`src/rtl/cache_ctrl_dm.sv`:
```
// cache_ctrl_dm: direct-mapped, write-through, no-write-allocate cache controller.
// Drives an external async-read / sync-write line array ({valid, tag, data} per line),
// serves a Wishbone classic slave port and issues misses and writes on a Wishbone master port.
// The array is swept invalid after reset and on flush_i.
// Optional feature macro: CACHE_STATS_EN adds the hit_cnt_o / miss_cnt_o read statistics.
module cache_ctrl_dm #(
  parameter  int AWIDTH = 30,
  parameter  int DWIDTH = 32,
  parameter  int IDX_W  = 10,
  localparam int TAG_W  = AWIDTH - IDX_W,
  localparam int LINE_W = 1 + TAG_W + DWIDTH
) (
  input  logic              clk_i,
  input  logic              rst_ni,
  // CPU-side Wishbone slave
  input  logic              cyc_i,
  input  logic              stb_i,
  input  logic              we_i,
  input  logic [AWIDTH-1:0] adr_i,
  input  logic [DWIDTH-1:0] dat_i,
  output logic [DWIDTH-1:0] dat_o,
  output logic              ack_o,
  input  logic              flush_i,
  output logic              busy_o,
  // memory-side Wishbone master
  output logic              mem_cyc_o,
  output logic              mem_stb_o,
  output logic              mem_we_o,
  output logic [AWIDTH-1:0] mem_adr_o,
  output logic [DWIDTH-1:0] mem_dat_o,
  input  logic [DWIDTH-1:0] mem_dat_i,
  input  logic              mem_ack_i,
  // line array
  output logic              cache_we_o,
  output logic [IDX_W-1:0]  cache_adr_o,
  output logic [LINE_W-1:0] cache_dat_o,
  input  logic [LINE_W-1:0] cache_dat_i
`ifdef CACHE_STATS_EN
  ,
  output logic [31:0]       hit_cnt_o,
  output logic [31:0]       miss_cnt_o
`endif
);

  typedef enum logic [2:0] {
    ST_FLUSH,
    ST_IDLE,
    ST_MEM_RD,
    ST_MEM_WR,
    ST_ACK
  } state_e;

  state_e              state_q, state_d;
  logic [IDX_W-1:0]    cnt_q, cnt_d;
  logic [DWIDTH-1:0]   dat_q, dat_d;
  logic                mem_cyc_q, mem_cyc_d;
  logic                mem_we_q, mem_we_d;
  logic [AWIDTH-1:0]   mem_adr_q, mem_adr_d;
  logic [DWIDTH-1:0]   mem_dat_q, mem_dat_d;
  logic                abort_q, abort_d;   // CPU abandoned the cycle; finish it silently

  logic                req;
  logic                in_mem;
  logic [AWIDTH-1:0]   lk_adr;
  logic                line_valid;
  logic [TAG_W-1:0]    line_tag;
  logic [DWIDTH-1:0]   line_data;
  logic                hit;

  assign req    = cyc_i & stb_i;
  assign in_mem = (state_q == ST_MEM_RD) || (state_q == ST_MEM_WR);

  // Memory phases look up with the latched address so a fill or update still lands
  // on the right line if the CPU walks away mid-transaction.
  assign lk_adr     = in_mem ? mem_adr_q : adr_i;
  assign line_valid = cache_dat_i[LINE_W-1];
  assign line_tag   = cache_dat_i[LINE_W-2 -: TAG_W];
  assign line_data  = cache_dat_i[DWIDTH-1:0];
  assign hit        = line_valid && (line_tag == lk_adr[AWIDTH-1:IDX_W]);

  // State and datapath registers
  // NOTE: sequential state uses non-blocking assignments only, so every flop samples
  // the pre-edge value of every other flop regardless of process evaluation order.
  always_ff @(posedge clk_i or negedge rst_ni) begin
    if (!rst_ni) begin
      state_q   <= ST_FLUSH;
      cnt_q     <= '0;
      dat_q     <= '0;
      mem_cyc_q <= 1'b0;
      mem_we_q  <= 1'b0;
      mem_adr_q <= '0;
      mem_dat_q <= '0;
      abort_q   <= 1'b0;
    end else begin
      state_q   <= state_d;
      cnt_q     <= cnt_d;
      dat_q     <= dat_d;
      mem_cyc_q <= mem_cyc_d;
      mem_we_q  <= mem_we_d;
      mem_adr_q <= mem_adr_d;
      mem_dat_q <= mem_dat_d;
      abort_q   <= abort_d;
    end
  end

  // Next-state logic
  // NOTE: every variable assigned in an always_comb gets a default first, so no path
  // through the case can leave it unassigned and infer a latch.
  always_comb begin
    state_d = state_q;
    unique case (state_q)
      ST_FLUSH:  if (cnt_q == '1) state_d = ST_IDLE;
      ST_IDLE: begin
        if (flush_i)   state_d = ST_FLUSH;
        else if (req)  state_d = we_i ? ST_MEM_WR : (hit ? ST_ACK : ST_MEM_RD);
      end
      ST_MEM_RD: if (mem_ack_i) state_d = ST_ACK;
      ST_MEM_WR: if (mem_ack_i) state_d = ST_ACK;
      ST_ACK:    state_d = ST_IDLE;
      default:   state_d = ST_FLUSH;
    endcase
  end

  // Datapath next values: sweep counter, read data, memory request and abort tracking
  always_comb begin
    cnt_d     = cnt_q;
    dat_d     = dat_q;
    mem_cyc_d = mem_cyc_q;
    mem_we_d  = mem_we_q;
    mem_adr_d = mem_adr_q;
    mem_dat_d = mem_dat_q;
    abort_d   = abort_q;
    unique case (state_q)
      ST_FLUSH: cnt_d = cnt_q + 1'b1;
      ST_IDLE: begin
        cnt_d   = '0;
        abort_d = 1'b0;
        if (!flush_i && req) begin
          mem_adr_d = adr_i;
          mem_we_d  = we_i;
          mem_cyc_d = we_i | ~hit;
          if (we_i)      mem_dat_d = dat_i;
          else if (hit)  dat_d     = line_data;
        end
      end
      ST_MEM_RD: begin
        if (!req) abort_d = 1'b1;
        if (mem_ack_i) begin
          mem_cyc_d = 1'b0;
          dat_d     = mem_dat_i;
        end
      end
      ST_MEM_WR: begin
        if (!req) abort_d = 1'b1;
        if (mem_ack_i) begin
          mem_cyc_d = 1'b0;
          mem_we_d  = 1'b0;
        end
      end
      default: ;
    endcase
  end

  // Outputs: array port, CPU ack and busy flag
  always_comb begin
    cache_we_o  = 1'b0;
    cache_adr_o = lk_adr[IDX_W-1:0];
    cache_dat_o = '0;
    ack_o       = 1'b0;
    busy_o      = 1'b0;
    unique case (state_q)
      ST_FLUSH: begin
        busy_o      = 1'b1;
        cache_adr_o = cnt_q;
        // The reset state is FLUSH; hold the array write off while reset is asserted.
        cache_we_o  = rst_ni;
      end
      ST_MEM_RD: begin
        if (mem_ack_i) begin
          cache_we_o  = 1'b1;
          cache_dat_o = {1'b1, mem_adr_q[AWIDTH-1:IDX_W], mem_dat_i};
        end
      end
      ST_MEM_WR: begin
        // No write-allocate: only a line already holding this address is refreshed.
        if (mem_ack_i && hit) begin
          cache_we_o  = 1'b1;
          cache_dat_o = {1'b1, mem_adr_q[AWIDTH-1:IDX_W], mem_dat_q};
        end
      end
      ST_ACK: ack_o = req & ~abort_q;
      default: ;
    endcase
  end

  assign dat_o     = dat_q;
  assign mem_cyc_o = mem_cyc_q;
  assign mem_stb_o = mem_cyc_q;
  assign mem_we_o  = mem_we_q;
  assign mem_adr_o = mem_adr_q;
  assign mem_dat_o = mem_dat_q;

`ifdef CACHE_STATS_EN
  logic [31:0] hit_cnt_q, hit_cnt_d;
  logic [31:0] miss_cnt_q, miss_cnt_d;

  // Read hit/miss statistics, counted at the IDLE decision and cleared on flush entry
  always_comb begin
    hit_cnt_d  = hit_cnt_q;
    miss_cnt_d = miss_cnt_q;
    if (state_q == ST_IDLE) begin
      if (flush_i) begin
        hit_cnt_d  = '0;
        miss_cnt_d = '0;
      end else if (req && !we_i) begin
        if (hit) hit_cnt_d  = hit_cnt_q + 32'd1;
        else     miss_cnt_d = miss_cnt_q + 32'd1;
      end
    end
  end

  // Statistics registers
  always_ff @(posedge clk_i or negedge rst_ni) begin
    if (!rst_ni) begin
      hit_cnt_q  <= '0;
      miss_cnt_q <= '0;
    end else begin
      hit_cnt_q  <= hit_cnt_d;
      miss_cnt_q <= miss_cnt_d;
    end
  end

  assign hit_cnt_o  = hit_cnt_q;
  assign miss_cnt_o = miss_cnt_q;
`endif

endmodule

```
`config.mk`:
```
export PLATFORM = sky130hd
export DESIGN_NAME = cache_ctrl_dm
export DESIGN_NICKNAME = d
export VERILOG_FILES = /design/src/rtl/cache_ctrl_dm.sv
export SDC_FILE = /design/constraint.sdc
export NUM_CORES = 1
export LEC_CHECK = 0
export CORE_MARGIN = 5
export CORE_UTILIZATION = 43
export DETAILED_ROUTE_END_ITERATION = 7
export PLACE_DENSITY = 0.86
export SETUP_SLACK_MARGIN = 0.05
export SLEW_MARGIN = 20
export SYNTH_ARGS = -nofsm -noshare
export SYNTH_HDL_FRONTEND = slang
export SYNTH_SLANG_ARGS = --single-unit
```
`constraint.sdc`:
```
create_clock -name clk_i -period 7.6 [get_ports clk_i]
set_clock_uncertainty 0.2 [all_clocks]
set_input_delay 1.52 -clock clk_i [delete_from_list [all_inputs] [get_ports clk_i]]
set_output_delay 1.52 -clock clk_i [all_outputs]
set_load 0.02 [all_outputs]
```
After elaboration in Yosys (flattened, before gate mapping)

Cells that the tools add are included.
W data, S select, Z words.

Register bits: 110
Input port bits: 154
Logic and storage cells: 77

Equality and inequality tests: 15
Muxes and demuxes: 30
Bitwise logic cells: 5
Add/subtract/negate cells: 1
Reduce and logical (&&, ||, !) cells: 18

Operator list:

| operator                | number |
|---|---|
| $mux W32                | 4 |
| $mux W53                | 2 |
| $pmux W53 S2            | 1 |
| $pmux W32 S2            | 1 |
| $mux W30                | 1 |
| $eq A20 B20 Y1          | 1 |
| $pmux W10 S2            | 1 |
| $mux W3                 | 6 |
| $ne A2 B2 Y1 const B    | 7 |
| $pmux W3 S4             | 1 |
| $reduce_and A3 Y1       | 4 |
| $add A10 B1 Y10 const B | 1 |
| $eq A10 B10 Y1 const B  | 1 |
| $mux W10                | 1 |
| $mux W1                 | 8 |
| $reduce_bool A2 Y1      | 4 |
| $eq A3 B2 Y1 const B    | 2 |
| $pmux W1 S2             | 3 |
| $reduce_and A5 Y1       | 1 |
| $reduce_and A2 Y1       | 2 |
| $eq A3 B1 Y1 const B    | 1 |
| $eq A3 B3 Y1 const B    | 1 |
| $logic_and A1 B1 Y1     | 3 |
| $logic_not A3 Y1        | 1 |
| other kinds (9)         | 11 |

Depth between registers and ports, before layout

Gate-level depths: netlist of the first run.

Depth in word-level cells: 10
Depth in mapped cells: 11
Mapped depth without buffers: 8

Worst setup path before layout of the first run

OpenSTA, ideal clock, no wires.

Kind: input-to-output
From: input cache_dat_i[44]
To: output cache_dat_o[34]
Path buffers: 2
Cell stages on the path: 9
Arrival time: 3443 ps
Data required time: 5880 ps
Path slack: 2437 ps
Cell sequence: xor2_1 -> a2111oi_0 -> o221ai_1 -> nor4_1 -> and4_1 -> buf_4 -> o21a_1 -> clkbuf_1 -> and2_1

Longest elaborated chain between the ends: 5

Ends and longest elaborated chain:

| what                | RTL line | text |
|---|---|---|
| start: declaration  | 37       | `input logic [LINE_W-1:0] cache_dat_i` |
| $eq A20 B20 Y1      | 79       | `assign hit = line_valid && (line_tag == lk_adr[AWIDTH-1:IDX_W]);` |
| $logic_and A1 B1 Y1 | 79       |  |
| $logic_and A1 B1 Y1 | 186      | `if (mem_ack_i && hit) begin` |
| $mux W53            | 186      |  |
| $pmux W53 S2        | 171      | `unique case (state_q)` |
| end: declaration    | 36       | `output logic [LINE_W-1:0] cache_dat_o,` |

Every way passes these cells.

Worst setup path after layout of the first run

From: input cache_dat_i[44]
To: output cache_dat_o[30]

Same word-level chain as after synthesis.

==> results of run 1 <==
[synthesized netlist by cell type (2+ instances only)]
cell type and instances:
clkbuf_1 25, or2_2 3, buf_1 6, a211o_1 2, mux2_1 3, dfrtp_1 110
o221ai_1 2, o22ai_1 2, o21ai_0 12, nand2_1 152, mux2_2 93, a22o_1 2
nor4_1 2, mux2i_1 7, inv_1 13, xor2_1 9, a21oi_1 38, xnor2_1 13
buf_4 2, nand2b_1 4, nand3_1 38, buf_2 5, a221oi_1 3, o2bb2ai_1 2
buf_6 4, nor2_1 25, a31oi_1 13, nor2b_1 2, nor3_1 4, nand4_1 7
and2_1 22, a21o_1 2
[sequential cells by signal (all words and copies together), names as in the netlist]
register	count
abort_q	1
cnt_q	10
dat_o	32
mem_adr_o	30
mem_cyc_o	1
mem_dat_o	32
mem_we_o	1
state_q	3
[area by class of cell]
| type | count | area share |
|---|---|---|
| clock inverter | 4 | 0.00570 |
| multi-input combinational | 478 | 0.321 |
| sequential | 110 | 0.285 |
| clock buffer | 12 | 0.0265 |
| tap | 180 | 0.0233 |
| timing repair buffer | 324 | 0.333 |
| inverter | 13 | 0.00505 |
[layer usage]
metal | GRT usage | up-vias | share of wire
met5 | 0 | - | 0
li1 | - | 2792 | -
met3 | 0.0892 | 29 | 0.088
met1 | 0.317 | 2917 | 0.38
met4 | 0.0673 | 0 | 0.021
met2 | 0.466 | 275 | 0.51
[metrics by stage]
step / cell area [µm²] / instances / hold slack, ps
6_report: 9660 / 1121 / 308
5_1_grt: 9660 / 1121 / 310
4_1_cts: 9660 / 1121 / 308
3_5_place_dp: 9350 / 1105 / 285
3_3_place_gp: 9350 / 1105 / 270
2_1_floorplan: 6090 / 643 / 257
[how the worst max path moves through the flow]
stage,start,to,slack [ps],depth (start not counted)
global placement,cache_dat_i[44],cache_dat_o[14],1250,11
floorplan,cache_dat_i[44],cache_dat_o[34],2440,9
finish,cache_dat_i[44],cache_dat_o[30],1020,11
global route,cache_dat_i[44],cache_dat_o[37],870,10
detailed placement,cache_dat_i[44],cache_dat_o[37],1080,10
CTS,cache_dat_i[44],cache_dat_o[39],1070,10
[report_power, final]
| part | internal [µW] | total [µW] | leakage, µW | switching [µW] |
|---|---|---|---|---|
| Combinational | 838 | 1750 | 0.00245 | 910 |
| Clock | 275 | 499 | 0.000149 | 224 |
| Sequential | 843 | 1070 | 0.00138 | 223 |
| Total | 1960 | 3310 | 0.00398 | 1360 |
[cell families after synthesis]
kind of cell	count (synthesis)	share of synthesized area
adders and majority gates	1	0.00206
AOI/OAI and AO/OA	88	0.0919
muxes	103	0.189
buffers and inverters	55	0.0411
xor gates and xnor gates	22	0.0317
DFF	110	0.452
and+or+nand+nor	264	0.192
==> impl_metrics.toml, run 1 <==
[timing]
drv_slew = 0
hold_violations = 0
setup_violations = 0
setup_ws_ps = 1020
finalCriticalPeriod_ps = 6580
finalCritPeriodShare = 0.865
rsz0062_at_grt = "no"
worstMarginPinSlew_ps = 1070
maxSlewHeadroom = 0.287
finalSetupTns_ps = 0
fmax_mhz = 152

[critical_path]
rrSetupSlack_ps = 3220
cp.required_ps = 5880
cp-start-kind = "input pin"
cp_max_fo = 23
critPathSlowestCell = "clkdlybuf4s50_1"
r2r-start = "state_q[2]"
worstPathArrival_ps = 4860
timing.critical_path.buf_inv = 4
crit_family = "buffers and inverters"
worstPathCellList = "clkdlybuf4s50_1, xor2_1, a2111oi_0, o221ai_1, nor4_1, and4_1, buf_4, buf_4, nand3_1, a21oi_1, clkdlybuf4s50_1"
r2r_cells = 9
cp_slowest_stage_delay_ps = 650
cp-end-kind = "output pin"
criticalPathCategory = "in -> out"
r2r_end = "dat_o[11]"

[synth]
synth_seq_area_share = 0.452
netlist.area_leader.share = 0.452
synth_edf_count = 0
mappedNetlistArea_um2 = 6090
synthTopCellsByArea = "dfrtp_1, mux2_2, nand2_1"
synth_seq_cells = 110
yosys_warnings = 0
synth_area_leader_cell = "dfrtp_1"
syn_nets = 798
synth.distinct_cells = 48
syn_inst = 643
synthArstFlopShare = 1.00
avgSynthCellArea_um2 = 9.46
synth_ff_type = "dfrtp_1"

[final_layout]
fin_util = 0.696
final_cell_mix = "clkdlybuf4s50_1, nand2_1, dfrtp_1"
multi_input_area_um2 = 3100
fillCellCount = 1091
syn2layout_area_growth_pct = 58.8
fin_nets = 1091
antenna_cells = 0
register_area_um2 = 2750
drive_gt1_frac = 0.135
final_common_cell = "clkdlybuf4s50_1"

[grt]
gr-total-overflow = 0
antenna_found_initial = 0
gr-usage-all-layers = 0.267
grt_pass1_vias = 6087
grt_first_pass_wirelength_um = 34300
grt_max_degree = 58

[die]
die_y_um = 129
core_area_um2 = 13900
initial_core_util = 0.438
die_w_um = 129
rows = 43
boundaryPins = 317
die-area_um2 = 16600

[clock_network]
clk_root_buffer_cell = "clkbuf_16"
clock_latency_ps = 350
cts_setup_buffers = 0
numCtsBuffers = 9
clkTransAtPathRegs_ps = 70
clock_path_buffers = 2
cts_resized = 0
hold_buffers = 0
clkSinkCount = 110
h-tree-depth = 3
cts_tree = "yes"

[drt]
drt_iter0_drc = 395
wire_per_inst_um = 20.4
drc = 0
first_pass_iters = 7
antenna_left = 0
num_vias = 6013
viasPerCell = 5.36
routed_wl_um = 22900

[outcome]
status = "finished clean"

[power_and_ir_drop]
power_uw = 3310
ir_worst_vdd_uv = 208
leakagePower_uw = 0.00398
power.density_nw_per_um2 = 343

[hold_path]
hold_class = "reg -> reg"
min_to = "dat_o[28]"
min_from = "dat_o[28]"
holdPathStages = 1

[placed_design]
portBuffers = 316
dp_hpwl_um = 17300
gp_congestion = 0.937
pre_cts_ws_ps = 1080

[job]
cap_violations = 0
Power figures use the tool's default switching activity.
==> inputs of run 2 (changes only) <==
- ABC_AREA: default -> 0
- MAX_ROUTING_LAYER: default -> met4
==> run 2 against run 1 <==
Compared with the run above: via count up 1.1%; sequential share of layout area unchanged; cell count unchanged; fmax about the same; sequential power about the same; die area unchanged; combinational power about the same; register-to-register slack better by 40 ps; cell area unchanged; critical endpoint unchanged.
==> impl_metrics.toml, run 2 (same netlist as run 1, synthesis figures left out) <==
[outcome]
status = "finished clean"

[critical_path]
cp_max_fo = 23
worstPathCellList = "clkdlybuf4s50_1, xor2_1, a2111oi_0, o221ai_1, nor4_1, and4_1, buf_4, buf_4, nand3_1, a21oi_1, clkdlybuf4s50_1"
cp.required_ps = 5880
cp-start-kind = "input pin"
worstPathArrival_ps = 4850
path_depth = 11
criticalPathCategory = "in -> out"
crit_family = "buffers and inverters"
cp-end-kind = "output pin"
cp_slowest_stage_delay_ps = 660
critPathSlowestCell = "clkdlybuf4s50_1"
r2r_cells = 9
timing.critical_path.buf_inv = 4

[power_and_ir_drop]
power.density_nw_per_um2 = 344
seq_power_share = 0.321
switching_share = 0.410
p_int_uw = 1960
leakagePower_uw = 0.00398
power.switching_uw = 1360
ir_worst_vdd_uv = 208
pwr-share-clk = 0.151
p_comb_frac = 0.527

[clock_network]
cts_setup_buffers = 0
h-tree-depth = 3
clkSinkCount = 110
clock_path_buffers = 2
clock_latency_ps = 360
clkTransAtPathRegs_ps = 70
cts_resized = 0
cts_tree = "yes"
clk_root_buffer_cell = "clkbuf_16"
numCtsBuffers = 9
hold_buffers = 0

[die]
die_y_um = 129
rows = 43
initial_core_util = 0.438
die-area_um2 = 16600
die_w_um = 129
boundaryPins = 317
core_area_um2 = 13900

[drt]
drt_iter0_drc = 412
routed_wl_um = 22900
first_pass_iters = 5
antenna_left = 0
drc = 0
wire_per_inst_um = 20.5
num_vias = 6080
viasPerCell = 5.42

[grt]
grt_pass1_vias = 6120
gr-total-overflow = 0
antenna_found_initial = 0
grt_first_pass_wirelength_um = 34300
grt_max_degree = 58
gr-usage-all-layers = 0.275

[timing]
finalCritPeriodShare = 0.865
finalSetupTns_ps = 0
drv_slew = 0
setup_violations = 0
finalCriticalPeriod_ps = 6570
rsz0062_at_grt = "no"
hold_violations = 0
worstMarginPinSlew_ps = 1050
fmax_mhz = 152
maxSlewHeadroom = 0.298

[hold_path]
holdPathStages = 1
hold_class = "reg -> reg"

[placed_design]
dpl-instance-area_um2 = 9350
gp_congestion = 0.953
dp_hpwl_um = 17300
portBuffers = 316

[final_layout]
fillCellCount = 1091
fin_nets = 1091
drive_gt1_frac = 0.135
fin_util = 0.696
antenna_cells = 0
syn2layout_area_growth_pct = 58.8
final_common_cell = "clkdlybuf4s50_1"
fin_area_um2 = 9660
register_area_um2 = 2750
final_cell_mix = "clkdlybuf4s50_1, nand2_1, dfrtp_1"
multi_input_area_um2 = 3100

[job]
cap_violations = 0
-- run 2: cell counts in the layout (fill, tap and decap cells not counted) --
No cell type changed its count.
-- run 2: area by class of cell --
class / instances / area share
Clock buffer: 12 / 0.0265
Multi-Input combinational cell: 478 / 0.321
Tap cell: 180 / 0.0233
Clock inverter: 4 / 0.00570
Timing Repair Buffer: 324 / 0.333
Inverter: 13 / 0.00505
Sequential cell: 110 / 0.285
-- run 2: worst paths after layout --
kind	start	slack, ps	end
setup / recovery	cache_dat_i[44]	1030	cache_dat_o[30]
hold / removal	dat_o[19]	310	dat_o[19]
setup reg to reg	state_q[2]	3260	dat_o[11]
hold reg to reg	dat_o[19]	310	dat_o[19]
max in group asynchronous	rst_ni	4960	dat_o[8]
min in group asynchronous	rst_ni	1010	mem_adr_o[13]
-- run 2: routing by layer --
metal,wire (µm),track usage,up-vias
met4,451,0.0679,0
li1,-,-,2791
met5,0,-,-
met1,8850,0.326,2968
met2,11700,0.464,295
met3,1890,0.0785,26
-- run 2: power by group through the flow --
stage / logic, µW / registers, µW / clock network, µW
after global placement: 1730 / 1060 / 0
after CTS: 1760 / 1060 / 510
after detailed placement: 1750 / 1070 / 0
after floorplan: 587 / 1320 / 0
final: 1750 / 1070 / 502
after global routing: 1850 / 1100 / 530
-- run 2: metrics by stage --
| stage | total power [µW] | std cells | hold slack [ps] | worst slack [ps] |
|---|---|---|---|---|
| 2_1_floorplan | 1910 | 643 | 257 | 2440 |
| 4_1_cts | 3330 | 1121 | 308 | 1070 |
| 3_3_place_gp | 2790 | 1105 | 270 | 1250 |
| 3_5_place_dp | 2820 | 1105 | 285 | 1080 |
| 6_report | 3320 | 1121 | 308 | 1030 |
| 5_1_grt | 3480 | 1121 | 310 | 872 |
==> inputs of run 3 (changes only) <==
- CORE_UTILIZATION: 43 -> 44
- CTS_BUF_LIST: default -> sky130_fd_sc_hd__clkbuf_8
- PLACE_DENSITY: 0.86 -> 0.88
==> run 3 against run 2 <==
Compared with the run above: register-to-register slack better by 90 ps; wire length down 2.9%; clock-buffer cell count down 1; first-iteration DRC count down 3.9%; via count about the same; total power down 4.7%; sequential power about the same; largest power group unchanged.
==> impl_metrics.toml, run 3 (same netlist as run 1, synthesis figures left out) <==
[final_layout]
syn2layout_area_growth_pct = 56.9
multi_input_area_um2 = 3100
final_cell_mix = "clkdlybuf4s50_1, nand2_1, dfrtp_1"
fin_nets = 1091
drive_gt1_frac = 0.134
fillCellCount = 1046
register_area_um2 = 2750
final_common_cell = "clkdlybuf4s50_1"

[placed_design]
gp_congestion = 0.873
portBuffers = 316
pre_cts_ws_ps = 854
dp_hpwl_um = 16700

[timing]
drv_slew = 0
finalCriticalPeriod_ps = 6700
finalSetupTns_ps = 0
hold_violations = 0
setup_violations = 0
rsz0062_at_grt = "no"
maxSlewHeadroom = 0.307
finalCritPeriodShare = 0.882
setup_ws_ps = 898
fmax_mhz = 149
worstMarginPinSlew_ps = 1040

[power_and_ir_drop]
p_comb_frac = 0.554
p_int_uw = 1820
switching_share = 0.425
pwr-share-clk = 0.110
leakagePower_uw = 0.00394
power.density_nw_per_um2 = 331
seq_power_share = 0.336
ir_worst_vdd_uv = 211
power.switching_uw = 1350

[drt]
first_pass_iters = 5
antenna_left = 0
wire_per_inst_um = 19.8
num_vias = 6074
drc = 0
viasPerCell = 5.41
drt_iter0_drc = 396
routed_wl_um = 22300

[clock_network]
clk_root_buffer_cell = "clkbuf_8"
cts_resized = 0
cts_tree = "yes"
numCtsBuffers = 9
cts_setup_buffers = 0
clkTransAtPathRegs_ps = 100
clock_path_buffers = 2
hold_buffers = 0
clock_latency_ps = 390
clkSinkCount = 110
h-tree-depth = 3

[grt]
gr-total-overflow = 0
grt_max_degree = 62
antenna_found_initial = 1
grt_first_pass_wirelength_um = 33800
grt_pass1_vias = 6223
gr-usage-all-layers = 0.274

[die]
die_y_um = 128
rows = 43
core_area_um2 = 13700
die_w_um = 128
boundaryPins = 317
initial_core_util = 0.444
die-area_um2 = 16300

[critical_path]
r2r_cells = 9
cp.required_ps = 5880
r2r_end = "dat_o[10]"
cp-end-kind = "output pin"
worstPathArrival_ps = 4980
criticalPathCategory = "in -> out"
cp_max_fo = 37
rrSetupSlack_ps = 3350
cp-start-kind = "input pin"
r2r-start = "state_q[1]"

[hold_path]
holdPathStages = 1
min_from = "dat_o[2]"
hold_class = "reg -> reg"
min_to = "dat_o[2]"

[job]
cap_violations = 0

[outcome]
status = "finished clean"
[run 3: through the flow]
| stage | power (µW) | hold slack (ps) | util | instance area, µm² | cells |
|---|---|---|---|---|---|
| 2_1_floorplan | 1910 | 257 | - | 6090 | 643 |
| 3_3_place_gp | 2790 | 269 | 0.681 | 9340 | 1104 |
| 3_5_place_dp | 2830 | 279 | 0.681 | 9340 | 1104 |
| 4_1_cts | 3170 | 303 | 0.694 | 9520 | 1120 |
| 5_1_grt | 3330 | 322 | 0.696 | 9550 | 1122 |
| 6_report | 3160 | 299 | 0.696 | 9550 | 1122 |
[run 3: worst max-delay path, stage by stage]
cell             delay, ps
clkdlybuf4s50_1        470
xor2_1                 170
a2111oi_0              380
o221ai_1               200
nor4_1                 230
and4_1                 220
buf_4                  380
o21a_1                 560
and2_1                 220
clkdlybuf4s50_1        620
[run 3: how the worst max path moves through the flow]
stage | depth (start not counted) | slack [ps] | start | to
2_1_floorplan | 9 | 2440 | cache_dat_i[44] | cache_dat_o[34]
3_3_place_gp | 10 | 1070 | cache_dat_i[44] | cache_dat_o[50]
3_5_place_dp | 10 | 850 | cache_dat_i[44] | cache_dat_o[40]
4_1_cts | 10 | 840 | cache_dat_i[44] | cache_dat_o[40]
5_1_grt | 10 | 720 | cache_dat_i[44] | cache_dat_o[40]
6_report | 10 | 900 | cache_dat_i[44] | cache_dat_o[40]
[run 3: power groups by stage]
| stage | Sequential, µW | Clock [µW] | Combinational (µW) |
|---|---|---|---|
| after floorplan | 1320 | 0 | 587 |
| after global placement | 1060 | 0 | 1730 |
| after detailed placement | 1070 | 0 | 1750 |
| after CTS | 1060 | 351 | 1760 |
| after global routing | 1100 | 372 | 1860 |
| final | 1060 | 346 | 1750 |
[run 3: routing by layer]
| layer | up-vias | routed length, µm | track usage |
|---|---|---|---|
| li1 | 2793 | - | - |
| met1 | 2966 | 8760 | 0.328 |
| met2 | 277 | 11100 | 0.455 |
| met3 | 38 | 1760 | 0.0615 |
| met4 | 0 | 658 | 0.0980 |
| met5 | - | 0 | - |
[run 3: cell type report]
cell class,count,area share
Timing Repair Buffer,324,0.339
Multi-Input combinational cell,478,0.325
Sequential cell,110,0.288
Tap cell,180,0.0236
Clock buffer,11,0.0159
Inverter,13,0.00511
Clock inverter,5,0.00275
Antenna cell,1,0.000262
